[config.mk]
export PLATFORM = sky130hd
export DESIGN_NAME = psum_accumulator
export DESIGN_NICKNAME = d
export VERILOG_FILES = /design/src/rtl/psum_accumulator.sv
export SDC_FILE = /design/constraint.sdc
export NUM_CORES = 1
export LEC_CHECK = 0
export CAP_MARGIN = 20
export CORE_MARGIN = 4
export CORE_UTILIZATION = 40
export DETAILED_ROUTE_END_ITERATION = 8
export PLACE_DENSITY = 0.66
export SKIP_LAST_GASP = 1
export SLEW_MARGIN = 20
export SYNTH_ARGS = -nofsm -noshare
export SYNTH_HDL_FRONTEND = slang
export SYNTH_SLANG_ARGS = --single-unit
[constraint.sdc]
create_clock -name clk -period 3.7 [get_ports clk]
set_clock_uncertainty 0.05 [all_clocks]
set_input_delay 1.11 -clock clk [delete_from_list [all_inputs] [get_ports clk]]
set_output_delay 1.11 -clock clk [all_outputs]
set_load 0.005 [all_outputs]
[src/rtl/psum_accumulator.sv]
// psum_accumulator: resolves sum/carry vector pairs and accumulates them into saturating psums with valid/ready output
module psum_accumulator #(
    parameter int DATA_WIDTH = 16,
    parameter int PSUM_WIDTH = 32,
    parameter int LEN_WIDTH  = 8
) (
    input  logic                  clk,
    input  logic                  reset,
    input  logic [DATA_WIDTH-1:0] in_sum,
    input  logic [DATA_WIDTH-1:0] in_carry,
    input  logic                  in_valid,
    output logic                  in_ready,
    input  logic [LEN_WIDTH-1:0]  acc_len,
    output logic [PSUM_WIDTH-1:0] psum_out,
    output logic                  psum_valid,
    input  logic                  psum_ready,
    output logic                  psum_ovf,
    output logic                  busy
);
    localparam logic [1:0] IDLE  = 2'd0;
    localparam logic [1:0] ACCUM = 2'd1;
    localparam logic [1:0] HOLD  = 2'd2;

    logic [1:0]            state_q, state_d;
    logic [PSUM_WIDTH-1:0] acc_q, acc_d;
    logic [LEN_WIDTH-1:0]  cnt_q, cnt_d, len_q, len_d, len_new, cnt_nx;
    logic                  ovf_q, ovf_d;
    logic [PSUM_WIDTH-1:0] v;
    logic [PSUM_WIDTH:0]   sum_w;
    logic                  accept;

    assign v        = PSUM_WIDTH'(in_sum) + (PSUM_WIDTH'(in_carry) << 1);
    assign sum_w    = {1'b0, acc_q} + {1'b0, v};
    assign in_ready = state_q != HOLD;
    assign accept   = in_valid & in_ready;
    assign len_new  = acc_len == '0 ? LEN_WIDTH'(1) : acc_len;
    assign cnt_nx   = cnt_q + 1'b1;

    assign psum_valid = state_q == HOLD;
    assign psum_out   = psum_valid ? acc_q : '0;
    assign psum_ovf   = psum_valid & ovf_q;
    assign busy       = state_q != IDLE;

    always_comb begin
        state_d = state_q;
        acc_d   = acc_q;
        cnt_d   = cnt_q;
        len_d   = len_q;
        ovf_d   = ovf_q;
        if (state_q == IDLE && accept) begin
            len_d   = len_new;
            acc_d   = v;
            cnt_d   = LEN_WIDTH'(1);
            ovf_d   = 1'b0;
            state_d = len_new == LEN_WIDTH'(1) ? HOLD : ACCUM;
        end else if (state_q == ACCUM && accept) begin
            acc_d   = sum_w[PSUM_WIDTH] ? '1 : sum_w[PSUM_WIDTH-1:0];
            ovf_d   = ovf_q | sum_w[PSUM_WIDTH];
            cnt_d   = cnt_nx;
            state_d = cnt_nx == len_q ? HOLD : ACCUM;
        end else if (state_q == HOLD && psum_ready) begin
            acc_d   = '0;
            cnt_d   = '0;
            ovf_d   = 1'b0;
            state_d = IDLE;
        end
    end

    always_ff @(posedge clk or posedge reset) begin
        if (reset) begin
            state_q <= IDLE;
            acc_q   <= '0;
            cnt_q   <= '0;
            len_q   <= '0;
            ovf_q   <= 1'b0;
        end else begin
            state_q <= state_d;
            acc_q   <= acc_d;
            cnt_q   <= cnt_d;
            len_q   <= len_d;
            ovf_q   <= ovf_d;
        end
    end
endmodule

==> metrics, run 1 <==
drt total wl=15400 microns; WL/cell=17.2 microns; I/O pin cnt=80; area of the multi-input gates=0.00381 sq mm; crit path time final=4370 ps; Max Slew Vio Count=0; vias in the first global route=5129; number of vias per cell=5.68; Worst Setup End Kind=register; Yosys reg bits=51; TritonCTS Buffers=5; Lkg Pwr=3.11 nW; TritonCTS clock tree=done; Synth async-reset ratio=100%; warning count from the yosys run=0; area of the mapped netlist=0.00454 sq mm; worst min path class=reg -> reg; Core Rows=38; initial antenna violation count=0; Detail Placement HPWL=10600 microns; Detail Route Antenna Nets=0; status=finished with violations; Die Ht=115 microns; Skew-Pair Late Insertion Delay=300 ps; Die ar.=0.0131 sq mm; largest net degree at the start of global routing=28; RD Place Congestion=0.909; port bufs=79; setup violators final=33; FF+latch area=0.00128 sq mm; syn nets=628; CP max FO=4; crit path kind=in -> reg; total grt overflow=0; post-synthesis sequential area ratio=28.1%; clk buf depth=2; Final #Nets=835; final worst-path setup slack=-665 ps; required time worst endpoint=3880 ps; Cell variety after synth=66; Max Clock Freq=229 MHz; CTS clk-pin slew, worst paths=80 ps; GR Util All Layers=23.1%; ANT cells=0; top_reg_cell synth=dfrtp_1; hold-fix buffers at CTS=0; Final Non-Filler Cells=896; Cell Pwr Density=635 mW/mm^2; H-tree Lvls=2; cells after synthesis=548; Hold Slack=452 ps; Startpoint Class=input port; Slew @ Worst Pin=739 ps; placed cells=848; core footprint=0.0110 sq mm; crit share post-route=118%; vias=5089; layout cells sized above 1=36.6%; initial core utilization=41.3%; Max-Cap Viols=0; CTS Root Cell=clkbuf_16; Slew HR=50.8%; crit path max-delay cell type=or4_4; die span in x=115 microns; average size of a mapped cell=8.28 sq um; first-pass GRT wire length=24900 microns; Filler cells=842; unrepaired setup endpoints after global routing=true; Worst Path Arrival=4540 ps; Synth-to-Final Area Change=63.4%; peak supply drop=290 uV; DRC errors left=0; hold violation total from the final report=0; failing checks=setup timing; EDFF count, synth=0; slowest stage delay, CP=490 ps; Clock Sinks=51; Iter 0 DRT Violations=335; DRT Pass-1 Iters=5; CP Cell Sequence=buf_6 -> ha_4 -> inv_2 -> fa_2 -> nor2b_4 -> o31a_1 -> o21ai_2 -> o21a_1 -> a21oi_2 -> xor2_2 -> ha_4 -> a21oi_2 -> a2bb2oi_2 -> a21bo_2 -> buf_6 -> or4_4 -> o211ai_1 -> a21oi_1 -> a21oi_1
## power by group
group	internal, W	switching (W)
Clock	0.000259	0.000243
Sequential	0.000746	0.000199
Combinational	0.00169	0.00157
## sequential cells by signal, indices dropped and copies added, names as in the netlist
name	cells
len_q	8
acc_q	32
ovf_q	1
state_q	2
cnt_q	8
## placed cells by master (no fill, tap or decap), drive strengths merged, types with 16 or more instances in the layout
cell           count
buf              146
clkdlybuf4s50     57
a21oi             57
nand2             53
dfrtp             51
nor2              38
ha                34
and2              33
o21ai             32
xnor2             21
xor2              20
inv               20
dlygate4sd2       16
## per-layer routing
layer | track usage (%) | share of wire [%]
met1 | 29.5 | 43
met2 | 40.9 | 52
met3 | 2.27 | 3.6
met4 | 6.89 | 1.5
met5 | 0 | 0
## synthesized netlist by cell type, drive strengths merged (8+ instances only)
master / number / share of area [%]
a21o: 12 / 2.0
nand2: 53 / 4.4
a21oi: 57 / 6.5
xnor2: 21 / 4.1
nor2: 38 / 3.1
o211ai: 10 / 1.8
a221o: 9 / 2.0
clkbuf: 19 / 1.6
xor2: 20 / 3.9
ha: 34 / 9.4
nor3: 9 / 0.99
o21ai: 32 / 3.5
a31oi: 8 / 1.1
inv: 18 / 1.5
nand3: 15 / 1.7
and2: 33 / 4.5
dfrtp: 51 / 28
## area by class of cell
class	count	area share (%)
Sequential cell	51	17.2
Multi-Input combinational cell	457	51.4
Timing Repair Buffer	222	26.0
Tap cell	140	2.36
Clock inverter	3	0.371
Clock buffer	5	1.69
Inverter	18	0.911
## final timing paths
| path | startpoint | to | slack (ps) | cells past startpoint |
|---|---|---|---|---|
| setup / recovery | in_sum[1] | acc_q[14] | -670 | 19 |
| hold / removal | ovf_q | ovf_q | 450 | 1 |
| setup reg to reg | acc_q[0] | acc_q[3] | 950 | 10 |
| hold reg to reg | ovf_q | ovf_q | 450 | 1 |
| max in group asynchronous | reset | acc_q[9] | 1810 | 3 |
| min in group asynchronous | reset | len_q[5] | 1140 | 2 |
## critical path: cells and delay by family
| kind | cells | cell delay [ps] |
|---|---|---|
| adders and majority gates | 3 | 770 |
| and+or+nand+nor | 2 | 620 |
| xor gates and xnor gates | 1 | 120 |
| buffers and inverters | 3 | 230 |
| AOI/OAI and AO/OA | 10 | 1660 |
## cell families after synthesis
kind of cell,count (synthesis),share of synthesized area [%]
AND/OR/NAND/NOR,188,20.5
adder cells (fa/ha/maj),36,10.3
AO/OA/AOI/OAI,184,27.7
XOR/XNOR,41,7.91
buffers and inverters,40,3.53
multiplexers,8,1.96
flip-flops,51,28.1
## per-stage QoR
step | util (%) | TNS (ps) | instance area (sq um) | power [W] | setup slack [ps]
floorplan | - | -17720 | 4610 | 0.00252 | -661
global route | 67.5 | -21780 | 7420 | 0.00503 | -761
finish | 67.5 | -18100 | 7420 | 0.00471 | -665
detailed placement | 57.1 | -46440 | 6270 | 0.00354 | -1520
global placement | 57.1 | -42130 | 6270 | 0.00346 | -1390
CTS | 64.3 | -19270 | 7060 | 0.00437 | -728
## repair_timing
| item | in CTS | in global routing |
|---|---|---|
| endpoints found under the setup margin | 33 | 33 |
| pin swaps | 65 | 37 |
| cloned | 1 | 0 |
| setup buffers | 26 | 14 |
| resized for setup | 122 | 56 |
No activity file was read; power rests on OpenSTA's default activity.
==> run 2: changes to the inputs <==
--- a/config.mk
+++ b/config.mk
@@ -6,8 +6,10 @@
 export NUM_CORES = 1
 export LEC_CHECK = 0
 export CAP_MARGIN = 20
+export CORE_ASPECT_RATIO = 0.75
 export CORE_MARGIN = 4
 export CORE_UTILIZATION = 40
+export CTS_CLUSTER_SIZE = 30
 export DETAILED_ROUTE_END_ITERATION = 8
 export PLACE_DENSITY = 0.66
 export SKIP_LAST_GASP = 1
==> run 2 against run 1 <==
Net effect: the flow still finishes with violations (setup timing); global-route usage grew 0.25 points; critical path type unchanged; critical endpoint is now acc_q[22]; clock power increased by 0.8%; routed wire length grew 8.4%; final area up 0.56%; largest cell class unchanged.
==> metrics, run 2 (synthesized netlist as in run 1, its figures left out) <==
status=finished with violations (unchanged); failing checks=setup timing (unchanged); Synth-to-Final Area Change=64.3% (was 63.4%); Slew @ Worst Pin=731 ps (was 739 ps); Lkg Pwr=3.19 nW (was 3.11 nW); Filler cells=833 (was 842); port bufs=79 (unchanged); crit path max-delay cell type=a2111oi_1 (was or4_4); Die Ht=100 microns (was 115 microns); drt total wl=16700 microns (was 15400 microns); unrepaired setup endpoints after global routing=true (unchanged); Reg with most FFs=acc_q (unchanged); Skew-Pair Late Insertion Delay=310 ps (was 300 ps); Cell Pwr Density=652 mW/mm^2 (was 635 mW/mm^2); max reg flops=32 (unchanged); Worst Setup End Kind=register (unchanged); Clock Sinks=51 (unchanged); vias in the first global route=5075 (was 5129); Int Pwr=0.00277 W (was 0.00270 W); CTS clk-pin slew, worst paths=80 ps (about the same); hold violation total from the final report=0 (unchanged); CTS Root Cell=clkbuf_16 (unchanged); total grt overflow=0 (unchanged); final worst-path setup slack=-836 ps (was -665 ps); Top Family by Delay on Critical Path=compound AO/OA/AOI/OAI gates (unchanged); most frequent CP cell=ha_4; Regs by FF count=acc_q (32), cnt_q (8), len_q (8) (unchanged); RD Place Congestion=0.889 (was 0.909); vias=5246 (was 5089); setup violators final=33 (unchanged); final core utilization=67.7% (was 67.5%); Iter 0 DRT Violations=498 (was 335); worst min path class=reg -> reg (unchanged); Max-Cap Viols=0 (unchanged); initial antenna violation count=0 (unchanged); ANT cells=0 (unchanged); most common cell after layout, fill and taps aside=buf_4 (unchanged); Detail Placement HPWL=11000 microns (was 10600 microns); Slew HR=51.3% (was 50.8%); CP max FO=6 (was 4); GR Util All Layers=23.3% (was 23.1%); Core Rows=33 (was 38); Final #Nets=833 (was 835); WL/cell=18.7 microns (was 17.2 microns); slowest stage delay, CP=460 ps (was 490 ps); Comb pwr share=70.1% (was 69.3%); Sequential Power Share=19.5% (was 20.1%); I/O pin cnt=80 (unchanged); die span in x=131 microns (was 115 microns); crit path kind=in -> reg (unchanged); required time worst endpoint=3900 ps (was 3880 ps); TritonCTS clock tree=done (unchanged); CP bufs+invs=4 (was 3); Max Clock Freq=220 MHz (was 229 MHz); Place WS=-1510 ps (was -1520 ps); Worst Path Arrival=4730 ps (was 4540 ps); crit share post-route=123% (was 118%); Die ar.=0.0131 sq mm (about the same); peak supply drop=289 uV (was 290 uV); H-tree Lvls=2 (unchanged); core footprint=0.0110 sq mm (about the same); number of vias per cell=5.87 (was 5.68); CP Cell Sequence=buf_6 -> ha_4 -> inv_2 -> fa_2 -> nor2b_4 -> o31a_1 -> buf_4 -> o21a_1 -> nor2_2 -> xnor2_2 -> ha_4 -> o21ai_4 -> a211o_1 -> o21a_2 -> a211o_4 -> buf_12 -> a2111oi_1 -> a2111o_1 (was buf_6 -> ha_4 -> inv_2 -> fa_2 -> nor2b_4 -> o31a_1 -> o21ai_2 -> o21a_1 -> a21oi_2 -> xor2_2 -> ha_4 -> a21oi_2 -> a2bb2oi_2 -> a21bo_2 -> buf_6 -> or4_4 -> o211ai_1 -> a21oi_1 -> a21oi_1); clock share of power=10.4% (was 10.6%); layout cells sized above 1=36.6% (about the same); first-pass GRT wire length=24900 microns (about the same); Detail Route Antenna Nets=0 (unchanged); Max Slew Vio Count=0 (unchanged); switching power=0.00209 W (was 0.00202 W); most frequent cells in the layout=buf_4 (126), clkdlybuf4s50_1 (57), dfrtp_1 (51) (was buf_4 (124), clkdlybuf4s50_1 (57), dfrtp_1 (51)); hold-fix buffers at CTS=0 (unchanged); initial core utilization=41.2% (was 41.3%); DRT Pass-1 Iters=4 (was 5); crit path time final=4540 ps (was 4370 ps); Startpoint Class=input port (unchanged); TritonCTS Buffers=5 (unchanged); Sw Ratio=43.0% (was 42.8%); DRC errors left=0 (unchanged); clk buf depth=2 (unchanged); largest net degree at the start of global routing=28 (unchanged)
run 2: worst paths after layout:
| kind | startpoint | to | slack [ps] | depth (start not counted) |
|---|---|---|---|---|
| worst min register to register | ovf_q | ovf_q | 430 | 1 |
| worst max register to register | acc_q[0] | acc_q[22] | 820 | 10 |
| max in group asynchronous | reset | ovf_q | 2000 | 3 |
| worst max-delay path | in_carry[0] | acc_q[22] | -840 | 18 |
| worst min-delay path | ovf_q | ovf_q | 430 | 1 |
| min in group asynchronous | reset | acc_q[15] | 1020 | 2 |
run 2: per-layer routing:
layer | GRT usage [%] | up-vias | routed length, microns
met5 | 0 | - | 0
met4 | 7.51 | 0 | 430
met3 | 3.46 | 44 | 912
met2 | 36.8 | 220 | 7870
met1 | 32.8 | 2546 | 7490
li1 | - | 2436 | -
run 2: area by class of cell:
cell class / instances / area, sq um / area share (%)
Multi-Input combinational cell: 457 / 3850 / 51.6
Timing Repair Buffer: 220 / 1940 / 26.0
Sequential cell: 51 / 1280 / 17.1
Tap cell: 140 / 175 / 2.35
Clock buffer: 5 / 125 / 1.68
Inverter: 18 / 67.6 / 0.906
Clock inverter: 3 / 27.5 / 0.369
run 2: per-stage QoR:
step	area [sq um]	setup TNS, ps	std cells	total power (W)	hold slack, ps
2_1_floorplan	4610	-17720	548	0.00252	391
3_3_place_gp	6300	-41220	852	0.00349	408
3_5_place_dp	6300	-46500	852	0.00356	417
4_1_cts	6990	-18360	878	0.00435	434
5_1_grt	7460	-26780	894	0.00516	467
6_report	7460	-23490	894	0.00486	433
run 2: what timing repair did:
item,in CTS,in global routing
setup buffers,17,20
gates cloned,1,0
setup endpoints to repair,33,33
pin swaps,62,64
resized for setup,108,80
run 2: power by group through the flow:
| stage | clock [W] | sequential [W] | combinational (W) |
|---|---|---|---|
| final | 0.000506 | 0.000948 | 0.00341 |
| after global routing | 0.000536 | 0.000979 | 0.00365 |
| after CTS | 0.000502 | 0.000935 | 0.00292 |
| after detailed placement | 0 | 0.000934 | 0.00262 |
| after global placement | 0 | 0.000927 | 0.00256 |
| after floorplan | 0 | 0.000875 | 0.00165 |
